<file path="config.mk">
export PLATFORM = sky130hd
export DESIGN_NAME = spi_cfg_sequencer
export DESIGN_NICKNAME = d
export VERILOG_FILES = /design/src/rtl/spi_cfg_sequencer.sv
export SDC_FILE = /design/constraint.sdc
export NUM_CORES = 1
export LEC_CHECK = 0
export CAP_MARGIN = 20
export CORE_MARGIN = 2
export CORE_UTILIZATION = 40
export DETAILED_ROUTE_END_ITERATION = 8
export GPL_ROUTABILITY_DRIVEN = 0
export GPL_TIMING_DRIVEN = 0
export HOLD_SLACK_MARGIN = 0.08
export PLACE_DENSITY = 0.63
export SLEW_MARGIN = 20
export SYNTH_ARGS = -nofsm -noshare
export SYNTH_HDL_FRONTEND = slang
export SYNTH_SLANG_ARGS = --single-unit
</file>
<file path="constraint.sdc">
create_clock -name clk -period 2.3 [get_ports clk]
set_input_delay 0.46 -clock clk [delete_from_list [all_inputs] [get_ports clk]]
set_output_delay 0.46 -clock clk [all_outputs]
set_load 0.02 [all_outputs]
</file>
<file path="src/rtl/spi_cfg_sequencer.sv">
// spi_cfg_sequencer: collects a framed config command from UART bytes,
// verifies its XOR checksum, issues one SPI write and supervises chip-select
// until the transfer finishes or times out.
module spi_cfg_sequencer #(
  parameter int unsigned SPI_N_BIT    = 96,
  parameter logic [7:0]  HEADER       = 8'hA5,
  parameter int unsigned BYTE_TIMEOUT = 500_000,
  parameter int unsigned SPI_TIMEOUT  = 20_000
) (
  input  logic                 clk,
  input  logic                 nrst,
  input  logic [7:0]           uart_rdata,
  input  logic                 uart_vld,
  output logic                 spi_wreq,
  output logic [SPI_N_BIT-1:0] spi_wdata,
  input  logic                 spi_csn,
  output logic                 busy,
  output logic                 cfg_done,
  output logic                 cfg_err,
  output logic [1:0]           err_code,
  output logic [7:0]           frame_cnt
);

  localparam int unsigned N_BYTES = SPI_N_BIT / 8;
  localparam int unsigned TMAX    = (BYTE_TIMEOUT > SPI_TIMEOUT) ? BYTE_TIMEOUT : SPI_TIMEOUT;
  localparam int unsigned TW      = $clog2(TMAX + 1);
  localparam int unsigned CW      = $clog2(N_BYTES + 1);

  localparam logic [TW-1:0] BYTE_LD   = TW'(BYTE_TIMEOUT - 1);
  localparam logic [TW-1:0] SPI_LD    = TW'(SPI_TIMEOUT - 1);
  localparam logic [CW-1:0] N_BYTES_C = CW'(N_BYTES);

  typedef enum logic [2:0] {
    IDLE, RECV, CHECK, ISSUE, WAIT_START, WAIT_DONE
  } state_t;

  state_t                 state_q, state_d;
  logic [CW-1:0]          cnt_q, cnt_d;
  logic [7:0]             xor_q, xor_d;
  logic [7:0]             chk_q, chk_d;
  logic [SPI_N_BIT-1:0]   pay_q, pay_d;
  logic [TW-1:0]          tmr_q, tmr_d;
  logic [SPI_N_BIT-1:0]   wdata_q, wdata_d;
  logic                   wreq_q, wreq_d;
  logic                   busy_q, busy_d;
  logic                   done_q, done_d;
  logic                   err_q, err_d;
  logic [1:0]             code_q, code_d;
  logic [7:0]             fcnt_q, fcnt_d;

  // Next-state and registered-output decode; pulses default low every cycle.
  always_comb begin
    state_d = state_q;
    cnt_d   = cnt_q;
    xor_d   = xor_q;
    chk_d   = chk_q;
    pay_d   = pay_q;
    tmr_d   = tmr_q;
    wdata_d = wdata_q;
    wreq_d  = 1'b0;
    done_d  = 1'b0;
    err_d   = 1'b0;
    code_d  = code_q;
    fcnt_d  = fcnt_q;
    case (state_q)
      IDLE: begin
        if (uart_vld && uart_rdata == HEADER) begin
          state_d = RECV;
          cnt_d   = '0;
          xor_d   = '0;
          tmr_d   = BYTE_LD;
        end
      end
      RECV: begin
        if (uart_vld) begin
          tmr_d = BYTE_LD;
          if (cnt_q == N_BYTES_C) begin
            // byte after the payload is the checksum
            chk_d   = uart_rdata;
            state_d = CHECK;
          end else begin
            pay_d = {pay_q[SPI_N_BIT-9:0], uart_rdata};
            xor_d = xor_q ^ uart_rdata;
            cnt_d = cnt_q + 1'b1;
          end
        end else if (tmr_q == '0) begin
          err_d   = 1'b1;
          code_d  = 2'd2;
          state_d = IDLE;
        end else begin
          tmr_d = tmr_q - 1'b1;
        end
      end
      CHECK: begin
        if (xor_q == chk_q) begin
          wdata_d = pay_q;
          wreq_d  = 1'b1;
          state_d = ISSUE;
        end else begin
          err_d   = 1'b1;
          code_d  = 2'd1;
          state_d = IDLE;
        end
      end
      ISSUE: begin
        tmr_d   = SPI_LD;
        state_d = WAIT_START;
      end
      WAIT_START: begin
        if (!spi_csn) begin
          tmr_d   = SPI_LD;
          state_d = WAIT_DONE;
        end else if (tmr_q == '0) begin
          err_d   = 1'b1;
          code_d  = 2'd3;
          state_d = IDLE;
        end else begin
          tmr_d = tmr_q - 1'b1;
        end
      end
      WAIT_DONE: begin
        if (spi_csn) begin
          done_d  = 1'b1;
          code_d  = 2'd0;
          fcnt_d  = fcnt_q + 8'd1;
          state_d = IDLE;
        end else if (tmr_q == '0) begin
          err_d   = 1'b1;
          code_d  = 2'd3;
          state_d = IDLE;
        end else begin
          tmr_d = tmr_q - 1'b1;
        end
      end
      default: state_d = IDLE;
    endcase
    // busy tracks the upcoming state so it falls with the done/err pulse
    busy_d = (state_d != IDLE);
  end

  // State and output registers; reset aborts any frame silently.
  always_ff @(posedge clk or negedge nrst) begin
    if (!nrst) begin
      state_q <= IDLE;
      cnt_q   <= '0;
      xor_q   <= '0;
      chk_q   <= '0;
      pay_q   <= '0;
      tmr_q   <= '0;
      wdata_q <= '0;
      wreq_q  <= 1'b0;
      busy_q  <= 1'b0;
      done_q  <= 1'b0;
      err_q   <= 1'b0;
      code_q  <= '0;
      fcnt_q  <= '0;
    end else begin
      state_q <= state_d;
      cnt_q   <= cnt_d;
      xor_q   <= xor_d;
      chk_q   <= chk_d;
      pay_q   <= pay_d;
      tmr_q   <= tmr_d;
      wdata_q <= wdata_d;
      wreq_q  <= wreq_d;
      busy_q  <= busy_d;
      done_q  <= done_d;
      err_q   <= err_d;
      code_q  <= code_d;
      fcnt_q  <= fcnt_d;
    end
  end

  assign spi_wreq  = wreq_q;
  assign spi_wdata = wdata_q;
  assign busy      = busy_q;
  assign cfg_done  = done_q;
  assign cfg_err   = err_q;
  assign err_code  = code_q;
  assign frame_cnt = fcnt_q;

endmodule
</file>
==> flow_summary.yaml <==
grt:
  grt_pass1_vias: 6885
  grt_max_degree: 102
  gr-total-overflow: 0
  grt_pass1_wl_mm: 36.4
  antenna_found_initial: 0
  grtUsageTotal_pct: 16.9
setup_path:
  cp-start-kind: "flip-flop"
  reg2reg_from: "tmr_q[1]$_DFFE_PN0P_"
  path_class: "flip-flop to flip-flop"
  end_kind: "flip-flop"
  worstPathRequired_ns: 2.69
  worstPathMaxFanout: 4
  cp.arrival_ns: 2.66
  setup.worst_path.start: "tmr_q[1]$_DFFE_PN0P_"
drt:
  drt_first_pass_iters: 4
  vias_per_cell: 4.95
  postRouteAntennaNets: 0
  wl_per_cell_um: 15.8
  drt_wl_total_mm: 22.3
  drt_iter0_markers: 378
  routed-via-count: 6999
  drc_errors: 0
clocking:
  h-tree-depth: 1
  tritoncts: "built"
  clkSinkCount: 248
  cts.reportedPaths.clkPinSlew_ns: 0.06
  clockBufferDepth: 3
  cts_made_buffers: 27
  clock-root-buffer: "clkbuf_16"
  worstSkewPairLatency_ns: 0.53
synth:
  synth_nets: 921
  synth.most_common_cell: "nand2_1"
  postSynthCellCount: 905
  synth_top_family_by_area: "simple AND/OR/NAND/NOR gates"
  synth_top_cell_by_area: "dfrtp_1"
  synth_compound_area_share_pct: 5.21
  synth_area_sq_mm: 0.0101
  synth_area_leaders: "dfrtp_1 (61%), mux2_2 (12%), nand2_1 (11%)"
  ys_types: 62
  ys_seq_elements: 248
  seq_area_frac_synth_pct: 61.2
  async_reset_ff_share_pct: 100
  synth_top_area_share_pct: 61.2
  synth_common_cells: "nand2_1 (308), dfrtp_1 (248), mux2_2 (105)"
  yosysWarnings: 0
  synth_ff_type: "dfrtp_1"
  yosys.area_share.simple_pct: 16.6
  synth_adder_area_share_pct: 0.494
  syn_avg_cell_area_sq_um: 11.2
  synth_xor_area_share_pct: 2.33
  synth_edf_count: 0
  synth.area.mux_share_pct: 12.1
power_and_ir_drop:
  total_power_mw: 13.6
  p_leak_nw: 6.31
  power_density_mw_per_mm2: 1050
  peakVddDrop_uv: 618
timing:
  timing.final.max_slew_violations: 0
  setup_ws_ns: 0.0303
  tightest_slew_ns: 0.643
  rsz0062_at_grt: "true"
  fin_crit_sh_pct: 98.7
  fin_hold_ws_ns: 0.469
  fmaxAchievable_mhz: 441
  hold_violations: 0
  slew_headroom_pct: 57.1
  fin_crit_ns: 2.27
  setup_viol: 0
  finClkSkew_ns: 0.00616
floorplanning:
  core-area_sq_mm: 0.0250
  die_x_um: 163
  rows: 58
  dieHeight_um: 163
  start_util_pct: 40.5
  boundaryPins: 122
  fp.dieArea_sq_mm: 0.0266
job:
  cap_violations: 0
placed_design:
  pre_cts_slack_ns: -0.787
  port-buffer-count: 121
  dpl.hpwl_mm: 15.2
cells_and_area:
  insertedDiodeCount: 0
  syn_to_final_growth_pct: 27.7
  fin_nets: 1082
  drive_gt1_share_pct: 19.3
min_path:
  hold_path_class: "primary input to asynchronous set/reset pin"
status:
  outcome: "finished clean"
logic make-up (layout without fill, tap and decap cells):
kind of cell | Yosys count | in the layout
compound gates | 77 | 77
xor+xnor | 27 | 27
fa+ha+maj | 4 | 4
buf+inv | 49 | 229
flops | 248 | 248
mux | 109 | 109
simple gates | 391 | 391
worst max-delay path, cell delays in order (launching register included):
cell and delay (ns):
dfrtp_1 0.40, inv_2 0.08, ha_4 0.14, or4b_4 0.49
nor4_4 0.31, nand2_2 0.13, a2111oi_4 0.42, nand3b_1 0.16
placed cells by master, fill, tap and decap left out, drive strengths merged, types with 3 or more instances in the layout:
master	n
inv	14
o21ai	20
clkdlybuf4s50	120
a211oi	4
a21o	4
a31oi	5
nand2	308
nor2	24
o31ai	6
buf	24
a21oi	17
nand4	7
xnor2	8
nor3	12
clkbuf	58
xor2	19
nand3	7
mux2	107
ha	4
clkinv	7
dfrtp	248
bufinv	4
nor4	5
or4	3
or3	8
nor4b	3
metrics by stage:
stage / area (sq um) / std cells / util [%] / setup TNS, ns
floorplan: 10100 / 905 / - / 0
global placement: 11800 / 1356 / 47.0 / -2540.43
detailed placement: 11800 / 1358 / 47.2 / -76.49
CTS: 12800 / 1409 / 51.3 / 0
global route: 12900 / 1415 / 51.7 / -0.0561
finish: 12900 / 1415 / 51.7 / 0
routing by layer:
layer  global-route usage, %  share of wire (%)  wire, um  vias up
met3                    2.87                4.2       937       42
met2                    26.6                 46     10300      138
li1                        -                  -         -     3381
met5                       0                  0         0        -
met4                    4.75                2.1       475        0
met1                    24.1                 48     10600     3438
repair_timing:
item | 4_1_cts | 5_1_grt
pin swaps | 1 | 4
endpoints found under the setup margin | 107 | 126
setup buffers | 3 | 6
hold buffers | 1 | 0
resized for setup | 8 | 20
hold endpoints to repair | 58 | 0
final timing paths:
check | endpoint | cells past startpoint | slack, ns
worst min-delay path | pay_q[92]$_DFFE_PN0P_ | 2 | 0.47
worst min register to register | frame_cnt[7]$_DFFE_PN0P_ | 1 | 0.47
max in group asynchronous | spi_wdata[12]$_DFFE_PN0P_ | 3 | 0.97
min in group clk | frame_cnt[7]$_DFFE_PN0P_ | 1 | 0.47
worst max-delay path | busy$_DFF_PN0_ | 7 | 0.03
worst max register to register | busy$_DFF_PN0_ | 7 | 0.03
state kept, by name, indices dropped and copies added (netlist names):
| signal | flops |
|---|---|
| tmr_q | 19 |
| pay_q | 96 |
| err_code | 2 |
| cfg_done | 1 |
| spi_wdata | 96 |
| state_q | 3 |
| busy | 1 |
| xor_q | 8 |
| chk_q | 8 |
| cfg_err | 1 |
| frame_cnt | 8 |
| spi_wreq | 1 |
| cnt_q | 4 |
where the power goes:
| part | total (mW) | internal (mW) | switching, mW |
|---|---|---|---|
| Combinational | 2.89 | 1.13 | 1.76 |
| Clock | 4.54 | 2.77 | 1.78 |
| Sequential | 6.13 | 5.28 | 0.847 |
cell type report:
class                           instances  area, sq um
Multi-Input combinational cell        608         3820
Sequential cell                       248         6210
Tap cell                              330          413
Buffer                                 37          174
Clock buffer                           33          748
Timing Repair Buffer                  133         1350
Inverter                               11         41.3
Clock inverter                         15          196
Fill cell                            2262        12100
Power figures use the tool's default switching activity.
